$ cat src/rtl/rt_mem_reader.sv
// Sequential read-back engine for RT memory port B: reads N consecutive words,
// streams them on a valid/ready port and accumulates a wrapping 32-bit checksum.
module rt_mem_reader #(
  parameter int ADDR_WIDTH     = 22,
  parameter int TIMEOUT_CYCLES = 64
) (
  input  logic                  clk,
  input  logic                  rst_n,
  input  logic                  start_i,
  input  logic [ADDR_WIDTH-1:0] base_addr_i,
  input  logic [ADDR_WIDTH-3:0] num_words_i,
  output logic                  busy_o,
  output logic                  done_o,
  output logic                  error_o,
  output logic [31:0]           checksum_o,
  output logic                  mem_en_o,
  output logic                  mem_we_o,
  output logic [3:0]            mem_be_o,
  output logic [2:0]            mem_lim_funct_o,
  output logic [ADDR_WIDTH-1:0] mem_addr_o,
  input  logic [31:0]           mem_rdata_i,
  input  logic                  mem_rvalid_i,
  output logic [31:0]           rdata_o,
  output logic                  rvalid_o,
  input  logic                  rready_i,
  output logic                  rlast_o
);

  localparam int CW = ADDR_WIDTH - 2;
  localparam int TW = $clog2(TIMEOUT_CYCLES + 1);
  localparam logic [TW-1:0] TMO_LAST = TW'(TIMEOUT_CYCLES - 1);

  localparam logic [2:0] ST_IDLE = 3'd0;
  localparam logic [2:0] ST_REQ  = 3'd1;
  localparam logic [2:0] ST_WAIT = 3'd2;
  localparam logic [2:0] ST_OUT  = 3'd3;
  localparam logic [2:0] ST_GAP  = 3'd4;

  logic [2:0]            state_r, next_s;
  logic [ADDR_WIDTH-1:0] addr_r;
  logic [CW-1:0]         remain_r;
  logic [TW-1:0]         tmo_r;
  logic [31:0]           checksum_r, rdata_r;
  logic                  busy_r, done_r, error_r, en_r, rvalid_r, rlast_r;
  logic                  accept_s, capture_s, hs_s, timeout_s, last_s;

  assign last_s = (remain_r == CW'(1));

  // Next-state decode plus the one-cycle events that drive the datapath
  always_comb begin
    next_s    = state_r;
    accept_s  = 1'b0;
    capture_s = 1'b0;
    hs_s      = 1'b0;
    timeout_s = 1'b0;
    case (state_r)
      ST_IDLE: begin
        if (start_i) begin
          accept_s = 1'b1;
          if (num_words_i == CW'(0)) next_s = ST_IDLE;
          else                       next_s = ST_REQ;
        end else begin
          next_s = ST_IDLE;
        end
      end
      ST_REQ:  next_s = ST_WAIT;
      ST_WAIT: begin
        if (mem_rvalid_i) begin
          capture_s = 1'b1;
          next_s    = ST_OUT;
        end else if (tmo_r == TMO_LAST) begin
          timeout_s = 1'b1;
          next_s    = ST_IDLE;
        end else begin
          next_s = ST_WAIT;
        end
      end
      ST_OUT: begin
        if (rready_i) begin
          hs_s   = 1'b1;
          next_s = last_s ? ST_IDLE : ST_GAP;
        end else begin
          next_s = ST_OUT;
        end
      end
      ST_GAP:  next_s = ST_REQ;
      default: next_s = ST_IDLE;
    endcase
  end

  // Control state and registered status/strobe outputs, all derived from next_s
  always_ff @(posedge clk or negedge rst_n) begin
    if (!rst_n) begin
      state_r  <= ST_IDLE;
      busy_r   <= 1'b0;
      done_r   <= 1'b0;
      error_r  <= 1'b0;
      en_r     <= 1'b0;
      rvalid_r <= 1'b0;
      rlast_r  <= 1'b0;
    end else begin
      state_r  <= next_s;
      busy_r   <= (next_s != ST_IDLE);
      en_r     <= (next_s == ST_REQ);
      rvalid_r <= (next_s == ST_OUT);
      rlast_r  <= (next_s == ST_OUT) && last_s;
      done_r   <= (accept_s && (num_words_i == CW'(0))) || timeout_s || (hs_s && last_s);
      if (accept_s)       error_r <= 1'b0;
      else if (timeout_s) error_r <= 1'b1;
      else                error_r <= error_r;
    end
  end

  // Address, word count, checksum, timeout counter and captured read data
  always_ff @(posedge clk or negedge rst_n) begin
    if (!rst_n) begin
      addr_r     <= {ADDR_WIDTH{1'b0}};
      remain_r   <= {CW{1'b0}};
      tmo_r      <= {TW{1'b0}};
      checksum_r <= 32'h0000_0000;
      rdata_r    <= 32'h0000_0000;
    end else begin
      if (accept_s)                addr_r <= base_addr_i & ~ADDR_WIDTH'(3);
      else if (state_r == ST_GAP)  addr_r <= addr_r + ADDR_WIDTH'(4);
      else                         addr_r <= addr_r;

      if (accept_s)  remain_r <= num_words_i;
      else if (hs_s) remain_r <= remain_r - CW'(1);
      else           remain_r <= remain_r;

      if (accept_s)  checksum_r <= 32'h0000_0000;
      else if (hs_s) checksum_r <= checksum_r + rdata_r;
      else           checksum_r <= checksum_r;

      if (state_r == ST_REQ)       tmo_r <= {TW{1'b0}};
      else if (state_r == ST_WAIT) tmo_r <= tmo_r + TW'(1);
      else                         tmo_r <= tmo_r;

      if (capture_s) rdata_r <= mem_rdata_i;
      else           rdata_r <= rdata_r;
    end
  end

  assign busy_o          = busy_r;
  assign done_o          = done_r;
  assign error_o         = error_r;
  assign checksum_o      = checksum_r;
  assign mem_en_o        = en_r;
  assign mem_we_o        = 1'b0;
  assign mem_be_o        = 4'b1111;
  assign mem_lim_funct_o = 3'b000;
  assign mem_addr_o      = addr_r;
  assign rdata_o         = rdata_r;
  assign rvalid_o        = rvalid_r;
  assign rlast_o         = rlast_r;

endmodule

$ cat config.mk
export PLATFORM = sky130hd
export DESIGN_NAME = rt_mem_reader
export DESIGN_NICKNAME = d
export VERILOG_FILES = /design/src/rtl/rt_mem_reader.sv
export SDC_FILE = /design/constraint.sdc
export NUM_CORES = 1
export LEC_CHECK = 0
export BUFFER_PORTS_ARGS = -buffer_cell sky130_fd_sc_hd__buf_2
export CAP_MARGIN = 30
export CELL_PAD_IN_SITES_DETAIL_PLACEMENT = 0
export CELL_PAD_IN_SITES_GLOBAL_PLACEMENT = 1
export CORE_ASPECT_RATIO = 0.8
export CORE_MARGIN = 8
export CORE_UTILIZATION = 40
export CTS_CLUSTER_SIZE = 10
export DETAILED_ROUTE_END_ITERATION = 12
export PLACE_DENSITY = 0.81
export SLEW_MARGIN = 10
export SYNTH_ARGS = -nofsm -noshare
export SYNTH_HDL_FRONTEND = slang
export SYNTH_SLANG_ARGS = --single-unit
$ cat constraint.sdc
create_clock -name clk -period 3 [get_ports clk]
set_input_delay 0.6 -clock clk [delete_from_list [all_inputs] [get_ports clk]]
set_output_delay 0.6 -clock clk [all_outputs]
set_load 0.01 [all_outputs]
Word-level counts from Yosys, hierarchy flattened
Cells that the tools add are included.
{"block": "word_totals", "reg_bits": 122, "input_bits": 79, "output_inout_bits": 100, "word_cells": 62}
{"block": "classes", "addsub": 4, "eq_ne": 8, "mux": 26, "reduce_logical": 12}
{"op": "2-to-1 mux 32 bit", "n": 2}
{"op": "2-to-1 mux 22 bit", "n": 2}
{"op": "2-to-1 mux 20 bit", "n": 2}
{"op": "adder 32 bit", "n": 1}
{"op": "adder 22 x 3 -> 22 bit, second input constant", "n": 1}
{"op": "== test 20 x 1 -> 1 bit, second input constant", "n": 1}
{"op": "logical NOT 20 bit", "n": 1}
{"op": "subtractor 20 x 1 -> 20 bit, second input constant", "n": 1}
{"op": "case mux 3 bit (5 select lines)", "n": 1}
{"op": "2-to-1 mux 7 bit", "n": 2}
{"op": "2-to-1 mux 1 bit", "n": 12}
{"op": "== test 3 x 2 -> 1 bit, second input constant", "n": 3}
{"op": "2-to-1 mux 3 bit", "n": 3}
{"op": "nonzero test 2 bit", "n": 4}
{"op": "adder 7 x 1 -> 7 bit, second input constant", "n": 1}
{"op": "== test 7 x 6 -> 1 bit, second input constant", "n": 1}
{"op": "== test 3 x 1 -> 1 bit, second input constant", "n": 2}
{"op": "2-to-1 mux 2 bit", "n": 2}
{"op": "== test 3 bit, second input constant", "n": 1}
{"op": "logical AND 1 bit", "n": 3}
{"op": "logical NOT 3 bit", "n": 1}
{"op": "nonzero test 3 bit", "n": 1}
{"op": "logical OR 1 bit", "n": 2}

Longest topological paths before layout
{"block": "logic_depth", "word_depth": 6, "depth_mapped": 11, "mapped_depth_nobuf": 11}

Worst setup path after synthesis
Ideal clock, no wire load.
{"block": "synth_path", "kind": "register to register", "start": "reg checksum_r[0] (netlist: checksum_o[0])", "end": "reg checksum_r[24] (netlist: checksum_o[24])", "setup_ps": 95, "t_arrival_ps": 2611, "required_time_ps": 2905, "path_slack_ps": 293, "path_stages_with_launch": 12, "n_path_buf": 0, "synth_period_minus_slack_ps": 2707, "cell_sequence": "dfrtp_1 > ha_1 > fa_1 > a211oi_1 > nor2_1 > o21ai_1 > nand3_1 > a21boi_1 > o31ai_2 > o21a_1 > o21a_1 > o31ai_1"}
{"block": "synth_between", "elab_chain_len": 3}
{"item": "start: declaration", "line": "43", "text": "logic [31:0] checksum_r, rdata_r;"}
{"item": "start signal: assignment", "line": "132", "text": "else if (hs_s) checksum_r <= checksum_r + rdata_r;"}
{"item": "start signal: assignment", "line": "133", "text": "else checksum_r <= checksum_r;"}
{"item": "adder 32 bit", "line": "132"}
{"item": "2-to-1 mux 32 bit", "line": "132"}
{"item": "2-to-1 mux 32 bit", "line": "131", "text": "if (accept_s) checksum_r <= 32'h0000_0000;"}
Every way passes these cells. The select of a mux whose other input is x is not followed.
A chain may end at the register's enable or synchronous reset.

Final worst setup path
{"block": "layout_path", "start": "reg checksum_r[0] (netlist: checksum_o[0])", "end": "reg checksum_r[26] (netlist: checksum_o[26])"}
Same word-level chain as after synthesis.

==> metrics.md <==
| Metric | Value |
|---|---|
| Clk root buf | `clkbuf_16` |
| Total power | `0.0101 W` |
| Via count | `6528` |
| Post-synthesis async set-or-reset flop share | `100%` |
| Avg Inst Size Synth | `9.07 um^2` |
| DP Area | `0.00822 mm^2` |
| DR pass1 iterations | `5` |
| Post-synth EDFFs | `0` |
| Post-Syn Area | `0.00714 mm^2` |
| Hold crit path type | `primary input to asynchronous set/reset pin` |
| Seq/Total Area, Yosys | `42.1%` |
| Shortest period the worst path allows | `2.79 ns` |
| RSZ-0062 raised after global routing | `yes` |
| Initial antenna violation count | `0` |
| # hold bufs at CTS | `0` |
| Die width | `165 um` |
| YS warnings | `0` |
| Fin crit share | `93.2%` |
| Initial core utilization | `40.9%` |
| H-Tree Depth | `4` |
| Final hold vios | `0` |
| Max Fclk | `358 MHz` |
| Final instance area | `0.00888 mm^2` |
| Distinct cells, synth | `65` |
| Critical-path maximum fanout | `5` |
| Leakage | `4.29 nW` |
| Cells after Synth | `787` |
| Worst Path Arrival | `3.08 ns` |
| CTS max path bufs | `2` |
| GR Overflow Total | `0` |
| Pwr dens | `1140 mW/mm^2` |
| GPL Wtd Cong | `0.834` |
| Share of cells above drive strength 1 | `27.3%` |
| # rows | `43` |
| Largest net degree at the start of global routing | `56` |
| Clock Latency Late Sink | `0.42 ns` |
| R2R Setup Slk | `0.21 ns` |
| Vias in the first global route | `6235` |
| Max-cap check violation count | `0` |
| CP Capture Type | `flop` |
| Core area | `0.0174 mm^2` |
| R2r worst-path depth | `11` |
| Crit path kind | `flop to flop` |
| Status | `complete, no violations` |
| Vias/cell | `5.48` |
| Slew margin rel. | `60.7%` |
| Final nets | `1069` |
| Synth-to-Final Area Change | `24.5%` |
| DR iter-0 viols | `446` |
| Remaining antenna violation count after routing | `0` |
| RR Endpoint | `checksum_o[26]$_DFFE_PN0P_` |
| Total negative setup slack | `0 ns` |
| First-pass GRT wire length | `33400 um` |
| Commonest non-fill, non-tap cell in the layout | `buf_2` |
| Total GRT Usage | `18.6%` |
| Num CTS Buffers | `17` |
| Reg clk slew, reported paths | `0.06 ns` |
| Antenna cells | `0` |
| Setup violators final | `0` |
| WP data required | `3.29 ns` |
| Routed wire length | `20600 um` |
| Die Footprint | `0.0224 mm^2` |
| Post-synthesis register bit count | `120` |
| TritonCTS clock tree | `yes` |
| Total clock sinks | `120` |
| Post-layout util | `51.0%` |
| Slew of the pin with the lowest slew margin | `0.583 ns` |
| Top Ports | `179` |
| Critical R2R Launch | `checksum_o[0]$_DFFE_PN0P_` |
| Slew Limit Fails | `0` |
| Final HPWL from detailed placement | `14900 um` |
| Most frequent cells in the layout | `buf_2 (165), dfrtp_1 (120), nand2_1 (83)` |
| DRC viols | `0` |
| Clk_skew | `0.00967 ns` |
| Critical Path Start Type | `flop` |
| Top_reg_cell synth | `dfrtp_1` |
| Wirelength per Cell | `17.3 um` |
| PortBufs | `166` |
| Die Ht | `135 um` |
| Max VDD drop | `0.000459 V` |
==> power breakdown <==
part | internal, W | switching [W]
Combinational | 0.00210 | 0.00278
Clock | 0.00143 | 0.000770
Sequential | 0.00230 | 0.000695
Total | 0.00583 | 0.00425
==> timing repair <==
action                                  in CTS  in global routing
endpoints found under the setup margin       0                  9
resized for setup                            0                  6
hold endpoints to repair                     0                  0
buffers inserted                             0                  1
==> worst max-delay path by stage <==
stage	startpoint	to	slack, ns	cells after the start
finish	checksum_o[0]$_DFFE_PN0P_	checksum_o[26]$_DFFE_PN0P_	0.21	11
global route	checksum_o[0]$_DFFE_PN0P_	checksum_o[26]$_DFFE_PN0P_	-0.02	11
CTS	checksum_o[0]$_DFFE_PN0P_	checksum_o[24]$_DFFE_PN0P_	0.004	11
detailed placement	checksum_o[0]$_DFFE_PN0P_	checksum_o[26]$_DFFE_PN0P_	0.02	11
global placement	checksum_o[0]$_DFFE_PN0P_	checksum_o[24]$_DFFE_PN0P_	0.07	11
floorplan	checksum_o[0]$_DFFE_PN0P_	checksum_o[24]$_DFFE_PN0P_	0.29	11
==> cell families (layout without fill, tap and decap cells) <==
| logic type | count (synthesis) | in the layout | share of synthesized area, % |
|---|---|---|---|
| buffers and inverters | 57 | 229 | 3.52 |
| flip-flops | 120 | 120 | 42.1 |
| XOR/XNOR | 26 | 26 | 3.19 |
| multiplexers | 35 | 35 | 5.47 |
| AO/OA/AOI/OAI | 250 | 250 | 21.9 |
| other | 2 | 10 | 0.105 |
| AND/OR/NAND/NOR | 261 | 261 | 17.3 |
| adder cells (fa/ha/maj) | 36 | 36 | 6.42 |
==> critical path, cell delays in order (launching register included) <==
cell and delay (ns):
dfrtp_1 0.39, ha_1 0.26, fa_1 0.39, a211oi_1 0.25, nor2_1 0.10, o21ai_2 0.20
nand3_2 0.13, a21boi_2 0.23, o31ai_2 0.16, a41oi_1 0.30, xor2_1 0.17, o21ai_0 0.08
==> cell type report <==
cell class	instances	area (um^2)
multi-input combinational	618	3940
tap	225	282
inverter	14	52.6
timing repair buffer	183	973
sequential	120	3000
clock inverter	12	173
clock buffer	20	457
fill	1660	8550
==> flip-flops by register name (all words and copies together), names as in the netlist <==
name,count
done_o,1
rdata_o,32
busy_o,1
remain_r,20
error_o,1
mem_addr_o,20
mem_en_o,1
checksum_o,32
rvalid_o,1
state_r,3
rlast_o,1
tmo_r,7
==> per-layer routing <==
metal	GRT usage, %	routed length (um)
met5	0	0
met4	3.86	100
met3	4.65	1380
met2	26.4	8800
met1	27.8	10300
==> stage by stage <==
step / setup slack [ns] / hold WS (ns) / cells
after global placement: 0.0736 / 0.463 / 1159
after global routing: -0.0203 / 0.181 / 1192
after floorplan: 0.293 / 0.304 / 795
after detailed placement: 0.0221 / 0.470 / 1159
final: 0.205 / 0.158 / 1192
after CTS: 0.00399 / 0.166 / 1191
==> synth_stat cells, drive strengths merged (8+ instances only) <==
cell,instances,share of area [%]
o211ai,9,0.95
buf,14,1.3
nor3,19,1.3
nand2,83,4.4
o22ai,10,0.88
a21oi,60,4.2
nor2,69,3.6
ha,35,6.1
a211oi,8,0.91
inv,14,0.74
xor2,15,1.8
nor4,8,0.91
dfrtp,120,42
and3,15,1.3
a21o,23,2.4
o21ai,83,5.9
clkbuf,29,1.5
xnor2,11,1.3
mux2,32,5.0
nand3,32,2.2
Power figures use the tool's default switching activity.
